--- src/rtl/c_result_drain_pkg.sv ---
// Shared types and constants for the C-buffer result drain.
package c_result_drain_pkg;

  typedef enum logic [1:0] {
    StIdle,
    StRead,
    StDrain
  } state_e;

  localparam int unsigned LaneW = 32;
  localparam int unsigned Lanes = 4;
  localparam int          SatMax = 127;
  localparam int          SatMin = -128;

endpackage

--- src/rtl/c_result_drain_requant_lane.sv ---
// One accumulator lane: optional round-half-up, arithmetic right shift, saturate to int8.
module c_result_drain_requant_lane
  import c_result_drain_pkg::*;
#(
  parameter bit ROUND = 1'b1
) (
  input  logic [LaneW-1:0] acc,
  input  logic [4:0]       shift,
  output logic [7:0]       q
);

  // Two guard bits keep acc + 2^30 from overflowing.
  logic signed [LaneW+1:0] v;
  logic signed [LaneW+1:0] y;

  always_comb begin
    v = {{2{acc[LaneW-1]}}, acc};
    if (ROUND && (shift != 5'd0)) begin
      v = v + (34'sd1 <<< (shift - 5'd1));
    end
    y = v >>> shift;
    if (y > 34'(SatMax)) begin
      q = 8'(SatMax);
    end else if (y < 34'(SatMin)) begin
      q = 8'(SatMin);
    end else begin
      q = y[7:0];
    end
  end

endmodule

--- src/rtl/c_result_drain.sv ---
// Reads M x Ng C-buffer words in index order, requantises 4 lanes to int8 and streams them out
// through a small prefetch FIFO that hides the 1-cycle C read latency.
module c_result_drain
  import c_result_drain_pkg::*;
#(
  parameter bit          ROUND      = 1'b1,
  parameter int unsigned FIFO_DEPTH = 2
) (
  input  logic         clk,
  input  logic         rst_n,
  input  logic         start,
  input  logic [7:0]   M,
  input  logic [7:0]   N,
  input  logic [4:0]   shift,
  output logic         busy,
  output logic         done,
  output logic         C_wr_en,
  output logic [15:0]  C_index,
  input  logic [127:0] C_data_out,
  output logic         out_valid,
  input  logic         out_ready,
  output logic [31:0]  out_data,
  output logic [3:0]   out_keep,
  output logic         out_last
);

  localparam int unsigned PtrW = (FIFO_DEPTH > 1) ? $clog2(FIFO_DEPTH) : 1;
  localparam int unsigned CntW = $clog2(FIFO_DEPTH + 1);

  state_e        state_q, state_d;
  logic [7:0]    m_q, n_q;
  logic [4:0]    shift_q;
  logic [7:0]    r_q;
  logic [5:0]    g_q;
  logic [15:0]   idx_q;
  logic          inflight_q;
  logic [3:0]    pend_keep_q;
  logic          pend_last_q;
  logic          done_q, done_d;

  logic [31:0]   fifo_data_q [FIFO_DEPTH];
  logic [3:0]    fifo_keep_q [FIFO_DEPTH];
  logic          fifo_last_q [FIFO_DEPTH];
  logic [PtrW-1:0] wr_ptr_q, rd_ptr_q;
  logic [CntW-1:0] cnt_q;

  logic          accept, issue, push, pop, last_now;
  logic [3:0]    keep_now;
  logic [8:0]    ng;
  logic [7:0]    lane_res [Lanes];
  logic [31:0]   push_data;

  assign ng        = ({1'b0, n_q} + 9'd3) >> 2;
  assign last_now  = (r_q == m_q - 8'd1) && ({3'b000, g_q} == ng - 9'd1);
  assign push      = inflight_q;
  assign out_valid = (cnt_q != '0);
  assign pop       = out_valid && out_ready;
  assign accept    = (state_q == StIdle) && start && (M != 8'd0) && (N != 8'd0);
  // A same-cycle pop frees a slot, which keeps 1 beat/cycle with out_ready held high.
  assign issue     = (state_q == StRead) &&
                     ((32'(cnt_q) + 32'(inflight_q)) < (FIFO_DEPTH + 32'(pop)));

  assign busy      = (state_q != StIdle);
  assign done      = done_q;
  assign C_wr_en   = 1'b0;
  assign C_index   = idx_q;
  assign out_data  = out_valid ? fifo_data_q[rd_ptr_q] : '0;
  assign out_keep  = out_valid ? fifo_keep_q[rd_ptr_q] : '0;
  assign out_last  = out_valid && fifo_last_q[rd_ptr_q];

  for (genvar gi = 0; gi < Lanes; gi++) begin : g_lane
    c_result_drain_requant_lane #(
      .ROUND(ROUND)
    ) u_lane (
      .acc  (C_data_out[LaneW*gi +: LaneW]),
      .shift(shift_q),
      .q    (lane_res[gi])
    );
  end

  always_comb begin
    keep_now  = '0;
    push_data = '0;
    for (int unsigned i = 0; i < Lanes; i++) begin
      keep_now[i] = ({g_q, 2'(i)} < n_q);
      if (pend_keep_q[i]) begin
        push_data[8*i +: 8] = lane_res[i];
      end
    end
  end

  always_comb begin
    state_d = state_q;
    done_d  = 1'b0;
    case (state_q)
      StIdle: begin
        if (start) begin
          if ((M != 8'd0) && (N != 8'd0)) begin
            state_d = StRead;
          end else begin
            done_d = 1'b1;
          end
        end
      end
      StRead: begin
        if (issue && last_now) begin
          state_d = StDrain;
        end
      end
      StDrain: begin
        if (pop && out_last) begin
          state_d = StIdle;
          done_d  = 1'b1;
        end
      end
      default: state_d = StIdle;
    endcase
  end

  always_ff @(posedge clk or negedge rst_n) begin
    if (!rst_n) begin
      state_q     <= StIdle;
      done_q      <= 1'b0;
      m_q         <= '0;
      n_q         <= '0;
      shift_q     <= '0;
      r_q         <= '0;
      g_q         <= '0;
      idx_q       <= '0;
      inflight_q  <= 1'b0;
      pend_keep_q <= '0;
      pend_last_q <= 1'b0;
    end else begin
      state_q    <= state_d;
      done_q     <= done_d;
      inflight_q <= issue;
      if (accept) begin
        m_q     <= M;
        n_q     <= N;
        shift_q <= shift;
        r_q     <= '0;
        g_q     <= '0;
        idx_q   <= '0;
      end else if (issue) begin
        pend_keep_q <= keep_now;
        pend_last_q <= last_now;
        if (!last_now) begin
          idx_q <= idx_q + 16'd1;
          if (r_q == m_q - 8'd1) begin
            r_q <= '0;
            g_q <= g_q + 6'd1;
          end else begin
            r_q <= r_q + 8'd1;
          end
        end
      end
    end
  end

  always_ff @(posedge clk or negedge rst_n) begin
    if (!rst_n) begin
      wr_ptr_q <= '0;
      rd_ptr_q <= '0;
      cnt_q    <= '0;
      for (int unsigned i = 0; i < FIFO_DEPTH; i++) begin
        fifo_data_q[i] <= '0;
        fifo_keep_q[i] <= '0;
        fifo_last_q[i] <= 1'b0;
      end
    end else begin
      if (push) begin
        fifo_data_q[wr_ptr_q] <= push_data;
        fifo_keep_q[wr_ptr_q] <= pend_keep_q;
        fifo_last_q[wr_ptr_q] <= pend_last_q;
        wr_ptr_q <= (wr_ptr_q == PtrW'(FIFO_DEPTH - 1)) ? '0 : wr_ptr_q + PtrW'(1);
      end
      if (pop) begin
        rd_ptr_q <= (rd_ptr_q == PtrW'(FIFO_DEPTH - 1)) ? '0 : rd_ptr_q + PtrW'(1);
      end
      if (push && !pop) begin
        cnt_q <= cnt_q + CntW'(1);
      end else if (!push && pop) begin
        cnt_q <= cnt_q - CntW'(1);
      end
    end
  end

endmodule

--- config.mk ---
export PLATFORM = sky130hd
export DESIGN_NAME = c_result_drain
export DESIGN_NICKNAME = d
export VERILOG_FILES = /design/src/rtl/c_result_drain_pkg.sv /design/src/rtl/c_result_drain_requant_lane.sv /design/src/rtl/c_result_drain.sv
export SDC_FILE = /design/constraint.sdc
export NUM_CORES = 1
export LEC_CHECK = 0
export ABC_AREA = 0
export ABC_CLOCK_PERIOD_IN_PS = 8400
export CAP_MARGIN = 20
export CELL_PAD_IN_SITES_DETAIL_PLACEMENT = 1
export CELL_PAD_IN_SITES_GLOBAL_PLACEMENT = 2
export CORE_MARGIN = 2
export CORE_UTILIZATION = 31
export DETAILED_ROUTE_END_ITERATION = 6
export PLACE_DENSITY_LB_ADDON = 0.1
export REMOVE_ABC_BUFFERS = 1
export SLEW_MARGIN = 10
export SYNTH_ARGS = -nofsm -noshare
export SYNTH_HDL_FRONTEND = slang
export SYNTH_SLANG_ARGS = --single-unit
--- constraint.sdc ---
create_clock -name clk -period 8.4 [get_ports clk]
set_input_delay 2.1 -clock clk [delete_from_list [all_inputs] [get_ports clk]]
set_output_delay 2.1 -clock clk [all_outputs]
set_load 0.02 [all_outputs]
==> key figures <==
Drt
  • DRT Wirelength: 206,000 um
  • DR iter-0 viols: 4,325
  • Avg WL per Cell: 34.1 um
  • DRC viols: 0
  • DR pass1 iterations: 6
  • Via count: 40,600
  • Final ANT Viol Nets: 0
  • Vias per cell: 6.72

Clocking
  • CTS Sinks: 138
  • CTS Root Buffer Type: clkbuf_16
  • CTS buffer count: 17
  • CTS clk-pin slew, worst paths: 0.06 ns
  • Cts repair resizes: 0
  • Clk buf depth: 2
  • CTS tree: done
  • Post-CTS Setup Repair Bufs: 0
  • H-tree depth: 4
  • CTS Hold Bufs: 0
  • Clk_lat worst skew: 0.43 ns

Power and ir drop
  • Peak supply drop: 0.187 mV
  • Static Leak: 14.4 nW
  • Power Density: 399 nW/um2

Logic synthesis
  • Syn Inst Count: 4,583
  • YS warnings: 0
  • EDFF count, synth: 0
  • Cell area after synthesis: 31,800 um2
  • Top_reg_cell synth: dfrtp_1
  • Average size of a mapped cell: 6.94 um2
  • Most frequent cell after synthesis: nand2_1
  • Top cells by count, synth: nand2_1, nor2_1, a21oi_1
  • Top cell type's share of synthesized area: 0.109
  • Register area share after synthesis: 0.109
  • Number of synthesized register bits: 138
  • Synth async-reset ratio: 1.00
  • Post-synth top area cell: dfrtp_1
  • Ranking of synthesized cells by area: dfrtp_1, nand2_1, nor2_1
  • Cell variety after synth: 121

Finish
  • Post-route design area: 36,700 um2
  • Final non-filler cell total: 6,048
  • Layout Area Growth over Synthesis: 15.3%
  • Layout fillers: 12,600
  • Fin util: 0.360
  • Fin nets: 4,917
  • Layout cells sized above 1: 0.114

STA
  • Final Max Tran Viols: 0
  • Crit path time final: 8.12 ns
  • Slew @ Worst Pin: 1.24 ns
  • Slew HR: 0.172
  • Fmax: 123 MHz
  • TNS Setup: 0 ns
  • RSZ-0062 raised after global routing: false
  • Final hold slack: 0.478 ns
  • Fin. Hold Viols: 0
  • Skew final: 0.00760 ns
  • Fin crit share: 0.967
  • Final setup fails: 0

Placed design
  • Inst Count DP: 6,014
  • Final HPWL DP: 160,000 um
  • GPL Wtd Cong: 1.03
  • Port Buffers: 208
  • Post-DP Area: 36,100 um2

Global routing
  • Grt ovf: 0
  • First-pass GRT wire length: 294,000 um
  • Vias in the first global route: 39,500
  • Largest net degree at the start of global routing: 95
  • Initial antenna violation count: 13
  • GRT Util Overall: 0.375

Die
  • Die Y: 324 um
  • # rows: 117
  • Initial Util: 0.313
  • Ports: 210
  • Die width: 324 um
  • Die area: 105,000 um2
  • Core area: 102,000 um2

Critical path
  • Worst r2r src: shift_q[4]
  • Reg-to-reg slack, setup: 0.48 ns
  • CP endpoint kind: flip-flop
  • Worst path slowest cell: a211oi_1
  • Crit path launch type: input port
  • Critical Path AT: 8.43 ns
  • FF-to-FF path depth: 20
  • CP Cell Sequence: clkdlybuf4s50_1, ha_1, nand2_1, o21a_1, a211oi_1, o311ai_0, a221oi_1, buf_4, nand3_1, o22ai_1, nor2_1, a221o_1, or4_1, nor4_1, buf_4, nor3_1, a221o_1
  • Setup CP Type: input port to flip-flop
  • Required @ worst endpoint: 8.71 ns
  • Buffers plus inverters on the worst setup path: 3
  • Crit path max-delay family: compound AO/OA/AOI/OAI gates
  • RR Endpoint: fifo_data_q[59]
  • CP max stage delay: 0.70 ns
  • Crit-path max FO: 13

Outcome
  • Outcome: finished, final reports clean

Worst hold path
  • Hold Path Class: flip-flop to flip-flop
  • Worst hold path stage count: 1
  • Hold path start: state_q[0]
  • WHS Endpoint: done

Run
  • Max Cap Viol: 0
==> worst max path at each step <==
| stage | startpoint | end | slack, ns | cells past startpoint |
|---|---|---|---|---|
| global route | C_data_out[118] | fifo_data_q[29] | 0.12 | 17 |
| detailed placement | C_data_out[118] | fifo_data_q[61] | -0.02 | 17 |
| finish | C_data_out[118] | fifo_data_q[59] | 0.28 | 17 |
| CTS | C_data_out[118] | fifo_data_q[56] | 0.42 | 17 |
| floorplan | shift_q[0] | fifo_data_q[10] | -4.58 | 19 |
| global placement | C_data_out[118] | fifo_data_q[26] | -0.05 | 17 |
==> sequential cells by signal, indices dropped and copies added (netlist names), 4 cells and up <==
| register | cells |
|---|---|
| n_q | 8 |
| r_q | 8 |
| C_index | 16 |
| shift_q | 5 |
| fifo_keep_q | 8 |
| pend_keep_q | 4 |
| g_q | 6 |
| m_q | 8 |
| fifo_data_q | 64 |
==> worst reg2reg max path, stage by stage, from the launching register on <==
cell,delay [ns]
dfrtp_4,0.70
nand2_1,0.56
nor2_1,0.76
buf_4,0.33
ha_1,0.44
nand4_1,0.22
o31ai_1,0.71
a21oi_1,0.17
xor2_1,0.17
o21ai_0,0.12
o21ai_0,0.64
mux2i_2,0.13
buf_4,0.22
o22ai_1,0.29
nor2_1,0.16
a221o_1,0.34
or4_1,0.48
nor4_1,0.68
buf_4,0.23
nor3_1,0.14
a221o_1,0.32
==> power by group <==
group / switching [W] / internal [W] / leakage, nW
Clock: 0.000322 / 0.000447 / 0.284
Combinational: 0.00847 / 0.00405 / 12.4
Sequential: 0.000397 / 0.000955 / 1.69
==> per-layer routing <==
metal	routed length, um	vias to the layer above	GRT usage
met5	92	-	0
met4	13100	12	0.200
met3	16900	442	0.0642
li1	-	17800	-
met1	90700	20400	0.517
met2	85300	1968	0.554
==> final cells by class <==
| class | instances | area, um2 | share of cell area |
|---|---|---|---|
| repair buffers | 455 | 4000 | 0.109 |
| flip-flops and latches | 138 | 3470 | 0.0947 |
| clock inverters | 13 | 143 | 0.00389 |
| inverters | 95 | 368 | 0.0100 |
| clock buffers | 19 | 443 | 0.0121 |
| diodes | 2 | 5.00 | 0.000136 |
| multi-input cells | 3958 | 26500 | 0.724 |
| well taps | 1368 | 1710 | 0.0467 |
==> metrics by stage <==
stage	total power (W)	setup slack, ns
2_1_floorplan	0.00821	-4.58
3_3_place_gp	0.0134	-0.0482
3_5_place_dp	0.0134	-0.0215
4_1_cts	0.0142	0.422
5_1_grt	0.0152	0.115
6_report	0.0146	0.277
==> cell families (layout without fill, tap and decap cells) <==
family,count (synthesis),after routing,share of synthesized area
multiplexers,234,234,0.0881
AO/OA/AOI/OAI,1662,1662,0.373
flip-flops,138,138,0.109
buffers and inverters,487,582,0.0624
AND/OR/NAND/NOR,1781,1781,0.278
other,1,3,0.000118
adder cells (fa/ha/maj),109,109,0.0431
XOR/XNOR,171,171,0.0471
==> cells in the final DEF, fill, tap and decap left out, types with 51 or more instances in the layout <==
| cell | instances |
|---|---|
| a211oi_1 | 112 |
| a21o_1 | 59 |
| a21oi_1 | 330 |
| a31oi_1 | 76 |
| and2_1 | 51 |
| and3_1 | 72 |
| buf_4 | 242 |
| clkdlybuf4s50_1 | 207 |
| dfrtp_1 | 132 |
| ha_1 | 95 |
| inv_1 | 88 |
| mux2i_1 | 156 |
| nand2_1 | 494 |
| nand3_1 | 148 |
| nand4_1 | 63 |
| nor2_1 | 435 |
| nor3_1 | 131 |
| o211ai_1 | 99 |
| o21ai_0 | 259 |
| o22ai_1 | 51 |
| or3_1 | 66 |
| xnor2_1 | 125 |
(Power assumes the default switching activity.)
